$ cat src/rtl/iterative_divider_pkg.sv
// rtl/iterative_divider_pkg.sv - shared types and sizing helpers for the iterative divider
// Feature macro: DIVIDER_SIGNED_EN (two's complement operands when defined)
package divider_pkg;

  typedef enum logic [1:0] {
    IDLE = 2'd0,
    CALC = 2'd1,
    DONE = 2'd2
  } state_t;

  // Counter wide enough to hold the full iteration count
  function automatic int cnt_width(input int width);
    return $clog2(width + 1);
  endfunction

  localparam int DEFAULT_WIDTH = 8;
  localparam int DEFAULT_CNT_W = cnt_width(DEFAULT_WIDTH);

endpackage

$ cat src/rtl/iterative_divider_if.sv
// rtl/iterative_divider_if.sv - operand/result handshake bundle for the iterative divider
interface iterative_divider_if #(
  parameter int WIDTH = 8
) ();

  logic             in_valid;
  logic             in_ready;
  logic [WIDTH-1:0] dividend;
  logic [WIDTH-1:0] divisor;
  logic             out_valid;
  logic             out_ready;
  logic [WIDTH-1:0] quotient;
  logic [WIDTH-1:0] remainder;
  logic             div_by_zero;

  modport master (
    output in_valid, dividend, divisor, out_ready,
    input  in_ready, out_valid, quotient, remainder, div_by_zero
  );

  modport slave (
    input  in_valid, dividend, divisor, out_ready,
    output in_ready, out_valid, quotient, remainder, div_by_zero
  );

endinterface

$ cat src/rtl/iterative_divider_step.sv
// rtl/iterative_divider_step.sv - one combinational restoring-division iteration
module divider_step #(
  parameter int WIDTH = 8
) (
  input  logic [WIDTH-1:0] rem_in,
  input  logic [WIDTH-1:0] divisor,
  input  logic             bit_in,
  output logic [WIDTH-1:0] rem_out,
  output logic             q_bit
);

  logic [WIDTH:0] shifted;
  logic [WIDTH:0] diff;

  // Partial remainder is always below the divisor, so the MSB of the
  // WIDTH+1-bit difference is a reliable sign bit.
  always_comb begin
    shifted = {rem_in, bit_in};
    diff    = shifted - {1'b0, divisor};
    q_bit   = ~diff[WIDTH];
    rem_out = q_bit ? diff[WIDTH-1:0] : shifted[WIDTH-1:0];
  end

endmodule

$ cat src/rtl/iterative_divider.sv
// rtl/iterative_divider.sv - shared restoring divider, one quotient bit per clock
// Feature macro: DIVIDER_SIGNED_EN (two's complement operands when defined)
module iterative_divider
  import divider_pkg::*;
#(
  parameter int WIDTH = DEFAULT_WIDTH
) (
  input  logic          clk,
  input  logic          rst_n,
  iterative_divider_if.slave bus
);

  localparam int CNT_W = cnt_width(WIDTH);

  state_t           state;
  state_t           state_nxt;
  logic [CNT_W-1:0] cnt;
  logic [WIDTH-1:0] rem_q;
  // Dividend shifts out of the top while quotient bits shift in at the bottom
  logic [WIDTH-1:0] dvd_q;
  logic [WIDTH-1:0] dvs_q;
  logic [WIDTH-1:0] quotient_q;
  logic [WIDTH-1:0] remainder_q;
  logic             dbz_q;

  logic [WIDTH-1:0] step_rem;
  logic             step_q;
  logic [WIDTH-1:0] q_fin;
  logic             last_iter;
  logic             accept;
  logic             zero_div;

  logic [WIDTH-1:0] dvd_load;
  logic [WIDTH-1:0] dvs_load;
  logic [WIDTH-1:0] q_out;
  logic [WIDTH-1:0] r_out;

  divider_step #(.WIDTH(WIDTH)) u_step (
    .rem_in  (rem_q),
    .divisor (dvs_q),
    .bit_in  (dvd_q[WIDTH-1]),
    .rem_out (step_rem),
    .q_bit   (step_q)
  );

  assign accept    = (state == IDLE) && bus.in_valid;
  assign zero_div  = (bus.divisor == '0);
  assign last_iter = (cnt == CNT_W'(WIDTH - 1));
  assign q_fin     = {dvd_q[WIDTH-2:0], step_q};

`ifdef DIVIDER_SIGNED_EN
  logic q_neg;
  logic r_neg;

  function automatic logic [WIDTH-1:0] mag(input logic [WIDTH-1:0] v);
    return v[WIDTH-1] ? (~v + WIDTH'(1)) : v;
  endfunction

  // Work on magnitudes; signs are reapplied as the result is registered
  always_comb begin
    dvd_load = mag(bus.dividend);
    dvs_load = mag(bus.divisor);
    q_out    = q_neg ? (~q_fin + WIDTH'(1)) : q_fin;
    r_out    = r_neg ? (~step_rem + WIDTH'(1)) : step_rem;
  end

  // Result signs captured with the operands
  always_ff @(posedge clk or negedge rst_n) begin
    if (!rst_n) begin
      q_neg <= 1'b0;
      r_neg <= 1'b0;
    end else if (accept) begin
      q_neg <= bus.dividend[WIDTH-1] ^ bus.divisor[WIDTH-1];
      r_neg <= bus.dividend[WIDTH-1];
    end
  end
`else
  // Unsigned operands pass straight through
  always_comb begin
    dvd_load = bus.dividend;
    dvs_load = bus.divisor;
    q_out    = q_fin;
    r_out    = step_rem;
  end
`endif

  // State register
  always_ff @(posedge clk or negedge rst_n) begin
    if (!rst_n) state <= IDLE;
    else        state <= state_nxt;
  end

  // Next-state decode; a zero divisor skips straight to the result
  always_comb begin
    state_nxt = state;
    case (state)
      IDLE: if (bus.in_valid) state_nxt = zero_div ? DONE : CALC;
      CALC: if (last_iter)    state_nxt = DONE;
      DONE: if (bus.out_ready) state_nxt = IDLE;
      default: state_nxt = IDLE;
    endcase
  end

  // Operand capture, iteration datapath and registered results
  always_ff @(posedge clk or negedge rst_n) begin
    if (!rst_n) begin
      cnt         <= '0;
      rem_q       <= '0;
      dvd_q       <= '0;
      dvs_q       <= '0;
      quotient_q  <= '0;
      remainder_q <= '0;
      dbz_q       <= 1'b0;
    end else begin
      case (state)
        IDLE: begin
          if (bus.in_valid) begin
            cnt   <= '0;
            rem_q <= '0;
            dvd_q <= dvd_load;
            dvs_q <= dvs_load;
            if (zero_div) begin
              quotient_q  <= '1;
              remainder_q <= bus.dividend;
              dbz_q       <= 1'b1;
            end
          end
        end
        CALC: begin
          rem_q <= step_rem;
          dvd_q <= q_fin;
          cnt   <= cnt + CNT_W'(1);
          if (last_iter) begin
            cnt         <= '0;
            quotient_q  <= q_out;
            remainder_q <= r_out;
            dbz_q       <= 1'b0;
          end
        end
        default: ;
      endcase
    end
  end

  assign bus.in_ready    = (state == IDLE);
  assign bus.out_valid   = (state == DONE);
  assign bus.quotient    = quotient_q;
  assign bus.remainder   = remainder_q;
  assign bus.div_by_zero = dbz_q;

endmodule

$ cat src/flat_wrapper.sv
// flat-port wrapper written by rule: the top's interface ports become plain ports
module iterative_divider_flat import divider_pkg::*;
#(
  parameter int WIDTH = DEFAULT_WIDTH
)
  (clk, rst_n, bus_in_valid, bus_dividend, bus_divisor, bus_out_ready, bus_in_ready, bus_out_valid, bus_quotient, bus_remainder, bus_div_by_zero);
  iterative_divider_if #(.WIDTH(WIDTH)) bus_i ();
  input  logic clk;
  input  logic rst_n;
  input wire logic [$bits(bus_i.in_valid)-1:0] bus_in_valid;
  input wire logic [$bits(bus_i.dividend)-1:0] bus_dividend;
  input wire logic [$bits(bus_i.divisor)-1:0] bus_divisor;
  input wire logic [$bits(bus_i.out_ready)-1:0] bus_out_ready;
  output wire logic [$bits(bus_i.in_ready)-1:0] bus_in_ready;
  output wire logic [$bits(bus_i.out_valid)-1:0] bus_out_valid;
  output wire logic [$bits(bus_i.quotient)-1:0] bus_quotient;
  output wire logic [$bits(bus_i.remainder)-1:0] bus_remainder;
  output wire logic [$bits(bus_i.div_by_zero)-1:0] bus_div_by_zero;
  assign bus_i.in_valid = bus_in_valid;
  assign bus_i.dividend = bus_dividend;
  assign bus_i.divisor = bus_divisor;
  assign bus_i.out_ready = bus_out_ready;
  assign bus_in_ready = bus_i.in_ready;
  assign bus_out_valid = bus_i.out_valid;
  assign bus_quotient = bus_i.quotient;
  assign bus_remainder = bus_i.remainder;
  assign bus_div_by_zero = bus_i.div_by_zero;
  iterative_divider #(.WIDTH(WIDTH)) u_core (.clk(clk), .rst_n(rst_n), .bus(bus_i));
endmodule
$ cat config.mk
export PLATFORM = sky130hd
export DESIGN_NAME = iterative_divider_flat
export DESIGN_NICKNAME = d
export VERILOG_FILES = /design/src/rtl/iterative_divider_pkg.sv /design/src/rtl/iterative_divider_if.sv /design/src/rtl/iterative_divider_step.sv /design/src/rtl/iterative_divider.sv /design/src/flat_wrapper.sv
export SDC_FILE = /design/constraint.sdc
export NUM_CORES = 1
export LEC_CHECK = 0
export CORE_AREA = 2 2 95 97
export DETAILED_ROUTE_END_ITERATION = 10
export DIE_AREA = 0 0 97 99
export REMOVE_ABC_BUFFERS = 1
export SYNTH_ARGS = -nofsm -noshare
export SYNTH_HDL_FRONTEND = slang
export SYNTH_HIERARCHICAL = 1
export SYNTH_SLANG_ARGS = --single-unit
$ cat constraint.sdc
create_clock -name clk -period 3.67 [get_ports clk]
set_input_delay 0.367 -clock clk [delete_from_list [all_inputs] [get_ports clk]]
set_output_delay 0.367 -clock clk [all_outputs]
set_load 0.02 [all_outputs]
==> impl.org, run 1 <==
** Critical path
- The worst register-to-register path begins at u_core/dvd_q[7]$_DFFE_PN0P_.
- STA classifies the critical path endpoint as a flip-flop.
- For the worst flop-to-flop path, the logic depth is 11.
- Data arrival time of the worst path :: ~3.2 ns
- The worst setup path is launched from a flip-flop.
- The critical path in this run is classified as reg2reg.
- Endpoint of the worst register-to-register path :: u_core/bus.remainder[5]$_DFFE_PN0P_
- In this run the register-to-register setup slack is 0.71 ns.
- For the worst setup path, the data required time is 3.86 ns.
- Of all nets on the critical path, the largest fanout is 10.

** Placed design
- Count of buffers inserted at the top-level ports :: 38
- Post-detail-place hpwl :: 3746 um
- OpenSTA, run right after detailed placement, puts the worst setup slack at 0.6931 ns.
- Post-DP Area :: 2958 um^2
- GP Congestion :: 0.7414

** GRT
- After global routing the overflow that remains totals 0.
- The first global-routing pass estimated 9045 um of wire.
- Antenna violations before repair :: 0
- Entering global routing, the biggest net connects between 40 and 50 pins.
- Global Route Usage Sum :: between 10% and 20%
- Via count of the first global-routing pass :: 1799

** Clock tree
- Max H-tree Level :: 2
- The number of clock buffers added by TritonCTS is 5.
- Total clock sinks :: 47
- After clock tree synthesis, the flow added hold-fix buffers numbering 0.
- The clock passes through at most 2 buffers.
- Clock latency on the worst-skew pair, taken at its later pin, is 0.30 ns.
- In this run the clock root is driven by a sky130_fd_sc_hd__clkbuf_8.
- CTS tree :: yes
- Clock-pin slew was measured on the worst setup and hold paths at 0.09 ns.
- Buffers added to address setup during post-CTS repair amount to 0.
- In this run, post-CTS repair resized a total of 0 instances.

** STA
- After layout, the worst path uses 80.79% of the clock period.
- Number of max-slew violations in the final report :: 0
- Worst slew margin :: a little under a third
- Setup Total Neg Slack :: 0 ns
- Max Clock Freq :: 337.3 MHz
- RSZ-0062 raised after global routing :: false
- Setup slack closes at ~0.7 ns.
- Setup skew after layout :: 0.006544 ns
- Final setup fails :: 0
- Final Hold Fails :: 0
- Slew at the pin closest to its max-slew limit :: around 1.0 ns
- The clock period could shrink to 2.965 ns.

** Outcome
- Outcome :: finished, final reports clean

** Die
- Number of I/O pins :: 39
- In this run the horizontal extent of the chip is 97 um.
- Area inside the core boundary :: ~8600 um^2
- The initialized floorplan defines 34 standard-cell rows.
- Effective utilization at floorplan :: 29.25%
- Chip Height :: 99 um
- Full die area :: 9603 um^2

** Detailed routing
- Aggregate routed wire length :: 5318 um
- ANT nets after route :: 0
- For this block, the via count after detailed routing is approximately 1800.
- Drt initial violations :: 55
- Mean number of vias per cell :: 4.897
- After detailed routing, the average wire length per cell comes to about 15 um.
- Drt pass-1 iters :: 4
- DRC violations left :: 0

** Synthesis
- The share of synthesized area in the top cell type comes to 47.02%.
- Async set or reset register ratio after synthesis :: between 90% and 100%
- Sequential cells were found to cover 47.02% of the synthesized design area.
- Synth Flop Type :: sky130_fd_sc_hd__dfrtp_1
- Counting distinct cell types in the post-synthesis netlist gives 44.
- Counting every instance in the synthesized netlist gives 212.
- Summing every instance area after synthesis gives 2501 um^2.
- A synthesized cell averages 11.80 um^2.
- Count of warnings emitted by yosys :: 6
- Summed over all instances, the cell type with the most area after synthesis is sky130_fd_sc_hd__dfrtp_1.
- By area the synthesized netlist is led by sky130_fd_sc_hd__dfrtp_1 (47%), sky130_fd_sc_hd__mux2_2 (14%), sky130_fd_sc_hd__ha_1 (4.5%).
- Counting flops with a built-in enable in the synthesized netlist gives 0.
- Count of state elements after synthesis :: 47

** Hold path
- Hold crit path type :: in2async

** Flow run
- The tool flagged a number of max-cap violations equal to 0.

** Power and ir drop
- For this design the ratio of total power to cell area is 1049 nW/um^2.
- Maximum ir drop on the vdd rail :: approximately 0.00043 V
- Leakage power :: around 1.3 nW

** Cells and area
- Summing all non-filler instances in the final layout gives an area of 3058 um^2.
- Total inserted antenna cells :: 0
- Synthesis-to-finish area growth :: 22.26%
- Filler cell count :: 851
- Fraction of layout cells with a size suffix above 1 :: between 10% and 20%
- Layout Nets :: 279
## worst max path at each step
stage | start | slack (ns) | cells past startpoint | to
CTS | u_core/dvd_q[7]$_DFFE_PN0P_ | 0.68 | 11 | u_core/bus.remainder[5]$_DFFE_PN0P_
global route | u_core/dvd_q[7]$_DFFE_PN0P_ | 0.58 | 11 | u_core/bus.remainder[1]$_DFFE_PN0P_
detailed placement | u_core/dvd_q[7]$_DFFE_PN0P_ | 0.69 | 11 | u_core/bus.remainder[5]$_DFFE_PN0P_
global placement | u_core/dvd_q[7]$_DFFE_PN0P_ | 0.75 | 11 | u_core/bus.remainder[7]$_DFFE_PN0P_
floorplan | u_core/dvd_q[7]$_DFFE_PN0P_ | 0.91 | 11 | u_core/bus.remainder[1]$_DFFE_PN0P_
finish | u_core/dvd_q[7]$_DFFE_PN0P_ | 0.71 | 11 | u_core/bus.remainder[5]$_DFFE_PN0P_
## through the flow
stage / instances / utilization (%) / hold WS, ns / total power, mW
after floorplan: 203 / - / 0.07141 / 2.323
after global placement: 350 / 34.59 / 0.4925 / 2.855
after detailed placement: 350 / 34.59 / 0.4957 / 2.877
after CTS: 358 / 35.76 / 0.2706 / 3.241
after global routing: 358 / 35.76 / 0.3195 / 3.463
final: 358 / 35.76 / 0.2336 / 3.209
## cell usage in the layout, fill, tap and decap left out, types with 4 or more instances in the layout
master	instances
sky130_fd_sc_hd__mux2_2	30
sky130_fd_sc_hd__inv_1	10
sky130_fd_sc_hd__nor2_1	4
sky130_fd_sc_hd__a22o_1	9
sky130_fd_sc_hd__clkdlybuf4s50_1	37
sky130_fd_sc_hd__dfrtp_1	47
sky130_fd_sc_hd__clkbuf_8	7
sky130_fd_sc_hd__o22a_1	7
sky130_fd_sc_hd__a21oi_1	7
sky130_fd_sc_hd__nand2_1	16
sky130_fd_sc_hd__ha_1	9
sky130_fd_sc_hd__nand2b_1	5
sky130_fd_sc_hd__o21ai_0	14
sky130_fd_sc_hd__mux2i_1	9
## state kept, by name, indices dropped and copies added, names as in the netlist
signal / cells
u_core/rem_q: 8
u_core/bus.quotient: 8
u_core/bus.div_by_zero: 1
u_core/state: 2
u_core/dvs_q: 8
u_core/cnt: 4
u_core/bus.remainder: 8
u_core/dvd_q: 8
## logic make-up (layout without fill, tap and decap cells)
kind of cell | Yosys count | in the layout | share of synthesized area [%]
buf+inv | 19 | 57 | 4.052
flops | 47 | 47 | 47.02
compound gates | 51 | 51 | 14.76
xor+xnor | 5 | 5 | 2.502
simple gates | 39 | 39 | 8.205
mux | 41 | 41 | 18.16
fa+ha+maj | 10 | 10 | 5.303
## per-layer routing
| layer | up-vias | track usage, % | share of wire (%) |
|---|---|---|---|
| met1 | 866 | 15.45 | 49 |
| met2 | 38 | 18.80 | 46 |
| met3 | 8 | 2.624 | 4.0 |
| li1 | 841 | - | - |
| met4 | 0 | 3.900 | 1.4 |
| met5 | - | 0 | 0 |
## area by class of cell
class                   instances  area [um^2]  area share, %
repair buffers                 39        382.9          12.52
well taps                     108        135.1          4.419
inverters                      10        37.54          1.227
flip-flops and latches         47         1176          38.46
clock buffers                   8        100.1          3.273
multi-input cells             146         1226          40.10
## worst max-delay path: stages, from the launching register on
cell                      delay (ns)
sky130_fd_sc_hd__dfrtp_1        0.38
sky130_fd_sc_hd__inv_1          0.07
sky130_fd_sc_hd__ha_1           0.15
sky130_fd_sc_hd__inv_1          0.05
sky130_fd_sc_hd__fa_1           0.39
sky130_fd_sc_hd__a21o_1         0.18
sky130_fd_sc_hd__a21oi_2        0.25
sky130_fd_sc_hd__o31ai_4        0.12
sky130_fd_sc_hd__xor2_4         0.32
sky130_fd_sc_hd__mux2_2         0.40
sky130_fd_sc_hd__mux2_2         0.27
sky130_fd_sc_hd__mux2_2         0.26
## cells in the mapped netlist (3+ instances only)
library cell,number
sky130_fd_sc_hd__nand2_1,16
sky130_fd_sc_hd__inv_1,10
sky130_fd_sc_hd__nor2_1,4
sky130_fd_sc_hd__o21ai_0,14
sky130_fd_sc_hd__nand2b_1,5
sky130_fd_sc_hd__nor2b_1,3
sky130_fd_sc_hd__dfrtp_1,47
sky130_fd_sc_hd__mux2i_1,9
sky130_fd_sc_hd__ha_1,9
sky130_fd_sc_hd__mux2_2,30
sky130_fd_sc_hd__buf_2,5
sky130_fd_sc_hd__a22o_1,9
sky130_fd_sc_hd__a21oi_1,7
sky130_fd_sc_hd__o22a_1,7
## where the power goes
group,switching [mW],leakage (nW),internal (mW)
clock network,0.170,0.0515,0.172
registers,0.171,0.583,0.763
logic,0.953,0.668,0.979
Power figures use the tool's default switching activity.
==> run 2: changes to the inputs <==
==> constraint.sdc (replaced) <==
create_clock -name clk -period 2.9 [get_ports clk]
set_input_delay 0.29 -clock clk [delete_from_list [all_inputs] [get_ports clk]]
set_output_delay 0.29 -clock clk [all_outputs]
set_load 0.02 [all_outputs]
==> run 2 against run 1 <==
Against the previous run:
- via count rose by 1.4%
- combinational power rose by 50%
- power rose by 41%
- sequential power rose by 27%
- largest power group unchanged
- critical endpoint is now u_core/bus.remainder[7]$_DFFE_PN0P_
- setup slack got worse by 0.63 ns
- die area did not move
- non-clock buffer count rose by 10
- core utilization rose by 1.7 points
- sequential share of layout area fell by 1.7 points
- critical path depth rose by 1
- design area rose by 4.7%
==> impl.org, run 2 (synthesized netlist as in run 1, its figures left out) <==
** GRT
- Global Route Usage Sum :: 11.55% (was 11.61%)
- The global-route congestion overflow total came to 0 (unchanged).
- Pin count of the biggest net entering global routing :: 48 (unchanged)
- Via count of the first global-routing pass :: 1819 (was 1799)
- The initial antenna violation count is 0 (unchanged).
- Wire length of the first global-routing pass :: 9011 um (was 9045 um)

** Critical path
- Sequence of cells on the critical path: inv_2, ha_4, inv_2, fa_2, a21o_1, a21oi_4, o31ai_4, xor2_4, buf_12, mux2_2, mux2_4, mux2_2 (was inv_1, ha_1, inv_1, fa_1, a21o_1, a21oi_2, o31ai_4, xor2_4, mux2_2, mux2_2, mux2_2).
- Required time of the worst setup path :: 3.09 ns (was 3.86 ns)
- The terminus of the critical flop-to-flop path is u_core/bus.remainder[7]$_DFFE_PN0P_ (was u_core/bus.remainder[5]$_DFFE_PN0P_).
- Worst-case reg-to-reg path depth :: 12 (was 11)
- The setup slack of the most critical reg-to-reg path came to 0.07 ns (was 0.71 ns).
- Maximum net fanout on the critical path :: 5 (was 10)
- The cell with the biggest individual delay on the critical path is sky130_fd_sc_hd__dfrtp_1 (was sky130_fd_sc_hd__mux2_2).
- The arrival time at the worst endpoint was 3.02 ns (was 3.16 ns).
- Crit path from :: u_core/dvd_q[7]$_DFFE_PN0P_ (unchanged)
- Maximum cell stage delay along the critical path :: 0.40 ns (about the same)
- The worst setup path category is reg2reg (unchanged).
- Crit start category :: flip-flop (unchanged)
- R2r startpoint :: u_core/dvd_q[7]$_DFFE_PN0P_ (unchanged)
- The kind of capture point of the worst setup path is a flip-flop (unchanged).
- Capture point of the worst path :: u_core/bus.remainder[7]$_DFFE_PN0P_ (was u_core/bus.remainder[5]$_DFFE_PN0P_)

** Cells and area
- The post-layout net count was 289 (was 279).
- Fraction of layout cells with a size suffix above 1 :: 24.62% (was 19.60%)
- The commonest non-fill, non-tap cell in the layout is sky130_fd_sc_hd__dfrtp_1 (unchanged).
- Total inserted antenna cells :: 0 (unchanged)
- The final standard cell area without fillers came to 3201 um^2 (was 3058 um^2).
- The growth of design area from synthesis to finish came to 27.96% (was 22.26%).
- Core Util, Final :: 37.43% (was 35.76%)
- Commonest cells after routing, fill and taps aside: sky130_fd_sc_hd__dfrtp_1 (47), sky130_fd_sc_hd__clkdlybuf4s50_1 (37), sky130_fd_sc_hd__mux2_2 (27) (was sky130_fd_sc_hd__dfrtp_1 (47), sky130_fd_sc_hd__clkdlybuf4s50_1 (37), sky130_fd_sc_hd__mux2_2 (30)).

** Detailed routing
- Mean number of vias per cell :: 4.832 (was 4.897)
- Via count :: 1778 (was 1753)
- The wire length per cell after detailed routing came to 14.72 um (was 14.85 um).
- The number of remaining DRC errors is 0 (unchanged).
- The DRC marker count from the first detailed-route iteration is 83 (was 55).
- Drt pass-1 iters :: 4 (unchanged)
- Aggregate routed wire length :: 5418 um (was 5318 um)
- ANT nets after route :: 0 (unchanged)

** Die
- Number of core rows :: 34 (unchanged)
- The area of the die was 9603 um^2 (unchanged).
- The initial core utilization is 29.25% (unchanged).
- The height of the chip was 99 um (unchanged).
- The total core area was 8551 um^2 (unchanged).
- The horizontal die dimension came to 97 um (unchanged).
- The number of ports placed on the die boundary is 39 (unchanged).

** STA
- The total negative slack is 0 ns (unchanged).
- The normalized max-slew margin is 31.13% (was 30.60%).
- The minimum period implied by the final worst setup slack was 2.830 ns (was 2.965 ns).
- The highest clock rate was 353.4 MHz (was 337.3 MHz).
- RSZ-0062 raised after global routing :: true (was false)
- Setup skew after layout :: 0.004011 ns (was 0.006544 ns)
- The transition time at the pin with the least slew margin was 1.033 ns (was 1.041 ns).
- The final-report max-slew violation count was 0 (unchanged).
- Final Hold Fails :: 0 (unchanged)
- The final count of negative-setup-slack endpoints is 0 (unchanged).
- Post-route clock period utilization :: 97.58% (was 80.79%)
- The final worst hold slack was 0.1664 ns (was 0.2336 ns).

** Power and ir drop
- Leakage power :: 1.378 nW (was 1.302 nW)
- Maximum ir drop on the vdd rail :: 0.0005022 V (was 0.0004347 V)
- The total power consumption of the routed design was 4.519 mW (was 3.209 mW).
- The power per unit of standard cell area was 1412 nW/um^2 (was 1049 nW/um^2).

** Clock tree
- Clock-pin slew on the worst setup and hold paths :: 0.08 ns (was 0.09 ns)
- The TritonCTS clock tree was yes (unchanged).
- The H-tree depth came to 2 (unchanged).
- Hold_buf cts :: 0 (unchanged)
- Clk root buf :: sky130_fd_sc_hd__clkbuf_8 (unchanged)
- Maximum root-to-sink buffer count :: 2 (unchanged)
- The total CTS buffers is 5 (unchanged).
- The number of sinks handled by clock tree synthesis was 47 (unchanged).
- The source-to-sink clock delay at the later pin of the worst-skew pair is 0.30 ns (about the same).

** Placed design
- Post-detail-place hpwl :: 3735 um (was 3746 um)
- The quantity of I/O buffers inserted on ports was 38 (unchanged).
- The area after detailed placement came to 2995 um^2 (was 2958 um^2).
- The last weighted congestion value of the routability-driven placer came to 0.7485 (was 0.7414).

** Flow run
- The count of maximum capacitance violations was 0 (unchanged).

** Outcome
- Outcome :: finished, final reports clean (unchanged)

** Hold path
- Hold crit path type :: in2async (unchanged)
-- run 2: cell types whose count changed in the layout (fill, tap and decap cells not counted), sizes merged --
cell    previous run  this run
clkbuf             8         9
buf                2        11
-- run 2: metal layers --
metal | track usage, % | wire, um
met4 | 3.467 | 59
met2 | 18.70 | 2528
met5 | 0 | 0
met1 | 16.09 | 2686
met3 | 1.702 | 143
-- run 2: worst min path at each step --
| stage | slack, ns | depth (start not counted) | endpoint |
|---|---|---|---|
| after floorplan | -0.006 | 0 | u_core/bus.div_by_zero$_DFFE_PN0P_ |
| after global placement | 0.49 | 1 | u_core/bus.quotient[7]$_DFFE_PN0P_ |
| after detailed placement | 0.50 | 2 | u_core/dvd_q[5]$_DFFE_PN0P_ |
| after CTS | 0.22 | 1 | u_core/bus.quotient[0]$_DFFE_PN0P_ |
| after global routing | 0.26 | 1 | u_core/bus.quotient[2]$_DFFE_PN0P_ |
| final | 0.17 | 1 | u_core/bus.quotient[0]$_DFFE_PN0P_ |
-- run 2: layout make-up --
class / count / area, um^2
inverter: 10 / 37.54
multi-input combinational: 146 / 1264
timing repair buffer: 49 / 488.0
tap: 108 / 135.1
clock buffer: 8 / 100.1
fill: 820 / 5350
sequential: 47 / 1176
-- run 2: report_power, final --
part	internal, mW	total (mW)	switching [mW]
sequential	0.966	1.19	0.224
combinational	1.58	2.90	1.31
clock	0.218	0.431	0.213
-- run 2: timing repair --
action	4_1_cts	5_1_grt
endpoints found under the setup margin	3	7
endpoints found under the hold margin	0	0
setup buffers	2	2
gates cloned	0	1
resized for setup	0	11
pin swaps	0	5
-- run 2: critical path, delay by kind of cell, from the launching register on --
family          cells  cell delay [ns]
buf+inv             3             0.26
compound gates      3             0.45
xor+xnor            1             0.24
fa+ha+maj           2             0.49
flops               1             0.40
mux                 3             0.87
-- run 2: through the flow --
stage	worst slack [ns]	std cells
floorplan	0.1383	203
detailed placement	0.01389	355
finish	0.07023	368
CTS	0.03854	365
global route	-0.04307	368
global placement	0.05191	355
==> run 3: changes to the inputs <==
==> constraint.sdc (replaced) <==
create_clock -name clk -period 3.4 [get_ports clk]
set_input_delay 0.34 -clock clk [delete_from_list [all_inputs] [get_ports clk]]
set_output_delay 0.34 -clock clk [all_outputs]
set_load 0.02 [all_outputs]
==> run 3 against run 2 <==
Against the previous run:
- non-clock buffer count fell by 9
- first-iteration DRC count decreased by 11%
- critical endpoint is now u_core/bus.remainder[1]$_DFFE_PN0P_
- design area down 4.2%
- worst hold slack improved by 0.059 ns
- highest routed layer unchanged
- critical path depth decreased by 1
- clock skew is 0.0028 ns lower
- combinational power fell by 28%
- flip-flop and latch count did not move
- global-route usage is essentially flat
==> impl.org, run 3 (synthesized netlist as in run 1, its figures left out) <==
** STA
- The final count of negative-setup-slack endpoints came to 0 (unchanged).
- The final-report max-slew violation count came to 0 (unchanged).
- The transition time at the pin with the least slew margin is 1.044 ns (was 1.033 ns).
- Post-route clock period utilization :: 88.54% (was 97.58%)
- Max Clock Freq :: 332.2 MHz (was 353.4 MHz)
- Setup skew after layout :: 0.001181 ns (was 0.004011 ns)
- RSZ-0062 raised after global routing :: false (was true)
- Fin worst setup slack :: 0.3896 ns (was 0.07023 ns)
- The normalized max-slew margin is 30.42% (was 31.13%).
- The minimum period implied by the final worst setup slack came to 3.010 ns (was 2.830 ns).
- Setup Total Neg Slack :: 0 ns (unchanged)
- Final Hold Fails :: 0 (unchanged)

** Placed design
- Count of buffers inserted at the top-level ports :: 38 (unchanged)
- The minimum setup slack after placement came to 0.3909 ns (was 0.01389 ns).
- The sum of net half-perimeters after detailed placement came to 3769 um (was 3735 um).
- GP Congestion :: 0.7601 (was 0.7485)

** GRT
- The pin count of the biggest net entering global routing is 48 (unchanged).
- The global routing usage summed across all routing layers is 11.58% (was 11.55%).
- The via count of the first global-routing pass was 1762 (was 1819).
- Total global routing overflow :: 0 (unchanged)
- The first-pass GRT wire length came to 8997 um (was 9011 um).
- The initial antenna violation count was 0 (unchanged).

** Critical path
- Sequence of cells on the critical path :: inv_1, ha_1, inv_1, fa_1, a21o_1, a21oi_2, o31ai_4, xor2_4, mux2_2, mux2_2, mux2_2 (was inv_2, ha_4, inv_2, fa_2, a21o_1, a21oi_4, o31ai_4, xor2_4, buf_12, mux2_2, mux2_4, mux2_2)
- The arrival time at the worst endpoint was 3.20 ns (was 3.02 ns).
- The startpoint class of the critical path was a flip-flop (unchanged).
- The worst setup path category is reg2reg (unchanged).
- The kind of capture point of the worst setup path is a flip-flop (unchanged).
- Cell at the slowest stage of the critical path :: sky130_fd_sc_hd__mux2_2 (was sky130_fd_sc_hd__dfrtp_1)
- By instance count, the cell type seen most on the critical path is sky130_fd_sc_hd__mux2_2.
- Maximum net fanout on the critical path :: 10 (was 5)
- The critical path data required time was 3.59 ns (was 3.09 ns).
- The longest individual stage delay on the worst path is 0.41 ns (was 0.40 ns).
- The setup slack of the most critical reg-to-reg path is 0.39 ns (was 0.07 ns).

** Cells and area
- Filler cell count :: 822 (was 820)
- Fraction of layout cells with a size suffix above 1 :: 19.92% (was 24.62%)
- Total inserted antenna cells :: 0 (unchanged)
- The growth of design area from synthesis to finish was 22.56% (was 27.96%).
- Core Util, Final :: 35.85% (was 37.43%)
- Commonest cells after routing, fill and taps aside :: sky130_fd_sc_hd__dfrtp_1 (47), sky130_fd_sc_hd__clkdlybuf4s50_1 (37), sky130_fd_sc_hd__mux2_2 (30) (was sky130_fd_sc_hd__dfrtp_1 (47), sky130_fd_sc_hd__clkdlybuf4s50_1 (37), sky130_fd_sc_hd__mux2_2 (27))
- Layout Nets :: 280 (was 289)
- The commonest non-fill, non-tap cell in the layout is sky130_fd_sc_hd__dfrtp_1 (unchanged).

** Die
- The total core area is 8551 um^2 (unchanged).
- Horizontal die dimension :: 97 um (unchanged)
- Number of core rows :: 34 (unchanged)
- The initial core utilization came to 29.25% (unchanged).
- Full die area :: 9603 um^2 (unchanged)
- The height of the chip was 99 um (unchanged).
- The number of ports placed on the die boundary was 39 (unchanged).

** Detailed routing
- Routed len/inst :: 14.76 um (was 14.72 um)
- Mean number of vias per cell :: 4.802 (was 4.832)
- Via count :: 1724 (was 1778)
- Drt initial violations :: 74 (was 83)
- The residual antenna-violating net count after detailed routing is 0 (unchanged).
- DRC violations left :: 0 (unchanged)
- The total iterations of the first detailed-routing run came to 4 (unchanged).
- Aggregate routed wire length :: 5298 um (was 5418 um)

** Clock tree
- The total CTS buffers is 5 (unchanged).
- Clk root buf :: sky130_fd_sc_hd__clkbuf_8 (unchanged)
- Total clock sinks :: 47 (unchanged)
- Clock-pin slew on the worst setup and hold paths :: 0.08 ns (about the same)
- Number of setup buffers added after CTS :: 0 (was 2)
- Maximum root-to-sink buffer count :: 2 (unchanged)
- CTS tree :: yes (unchanged)
- The hold buffer count at cts was 0 (unchanged).
- The number of gates given a new drive strength after cts came to 0 (unchanged).
- The source-to-sink clock delay at the later pin of the worst-skew pair is 0.29 ns (was 0.30 ns).
- Max H-tree Level :: 2 (unchanged)

** Power and ir drop
- The worst IR drop on VDD is 0.0004486 V (was 0.0005022 V).
- Leakage power :: 1.308 nW (was 1.378 nW)
- The power per unit of standard cell area came to 1131 nW/um^2 (was 1412 nW/um^2).
- Switching share of power :: 40.40% (was 38.75%)
- The portion of total power attributed to combinational logic was 60.3% (was 64.1%).
- The share of power burned in the clock network was 10.5% (was 9.5%).
- The switching power summed over all nets came to 1.401 mW (was 1.751 mW).
- Sequential group share of total power :: 29.2% (was 26.3%)
- The design internal power was 2.066 mW (was 2.768 mW).

** Hold path
- The worst min-delay path category was in2async (unchanged).

** Outcome
- Outcome :: finished, final reports clean (unchanged)

** Flow run
- Max-cap check violation count :: 0 (unchanged)
[run 3: changes by cell type in the layout (fill, tap and decap cells not counted), sizes merged]
cell	change
buf	-8
clkbuf	-1
[run 3: power by group through the flow]
stage	logic (mW)	clock network, mW	registers (mW)
5_1_grt	2.29	0.411	1.05
4_1_cts	2.10	0.387	1.01
2_1_floorplan	1.42	0	1.09
6_report	2.09	0.365	1.01
3_3_place_gp	2.07	0	1.02
3_5_place_dp	2.10	0	1.02
[run 3: layer usage]
metal  wire length [um]  share of wire, %  global-route usage [%]  vias to the layer above
li1                   -                 -                       -                      843
met1               2653                50                   16.59                      844
met2               2423                46                   17.95                       31
met3                154               2.9                   1.986                        6
met4                 66               1.2                   3.575                        0
met5                  0                 0                       0                        -
[run 3: path summary, 6_finish.rpt]
kind,start,endpoint,cells after the start
worst max register to register,u_core/dvd_q[7]$_DFFE_PN0P_,u_core/bus.remainder[1]$_DFFE_PN0P_,11
min in group clk,u_core/bus.quotient[7]$_DFFE_PN0P_,u_core/bus.quotient[7]$_DFFE_PN0P_,1
max in group asynchronous,rst_n,u_core/cnt[2]$_DFFE_PN0P_,1
worst min-delay path,rst_n,u_core/bus.quotient[2]$_DFFE_PN0P_,1
worst max-delay path,u_core/dvd_q[7]$_DFFE_PN0P_,u_core/bus.remainder[1]$_DFFE_PN0P_,11
worst min register to register,u_core/bus.quotient[7]$_DFFE_PN0P_,u_core/bus.quotient[7]$_DFFE_PN0P_,1
[run 3: through the flow]
| stage | power, mW | cells | hold WS, ns | area, um^2 |
|---|---|---|---|---|
| final | 3.467 | 359 | 0.2257 | 3065 |
| after global placement | 3.090 | 351 | 0.4928 | 2965 |
| after global routing | 3.745 | 359 | 0.2954 | 3065 |
| after floorplan | 2.507 | 203 | 0.04441 | 2437 |
| after CTS | 3.504 | 359 | 0.2557 | 3065 |
| after detailed placement | 3.117 | 351 | 0.4961 | 2965 |
[run 3: final cells by class]
| type | instances | area (um^2) | area share [%] |
|---|---|---|---|
| Clock buffer | 8 | 100.1 | 3.265 |
| Inverter | 10 | 37.54 | 1.224 |
| Multi-Input combinational cell | 146 | 1226 | 40.00 |
| Sequential cell | 47 | 1176 | 38.37 |
| Tap cell | 108 | 135.1 | 4.408 |
| Timing Repair Buffer | 40 | 390.4 | 12.73 |
[run 3: worst max-delay path, delay by kind of cell, from the launching register on]
kind	cells	cell delay, ns
compound gates	3	0.55
xor+xnor	1	0.34
fa+ha+maj	2	0.55
buf+inv	2	0.12
flops	1	0.38
mux	3	0.95
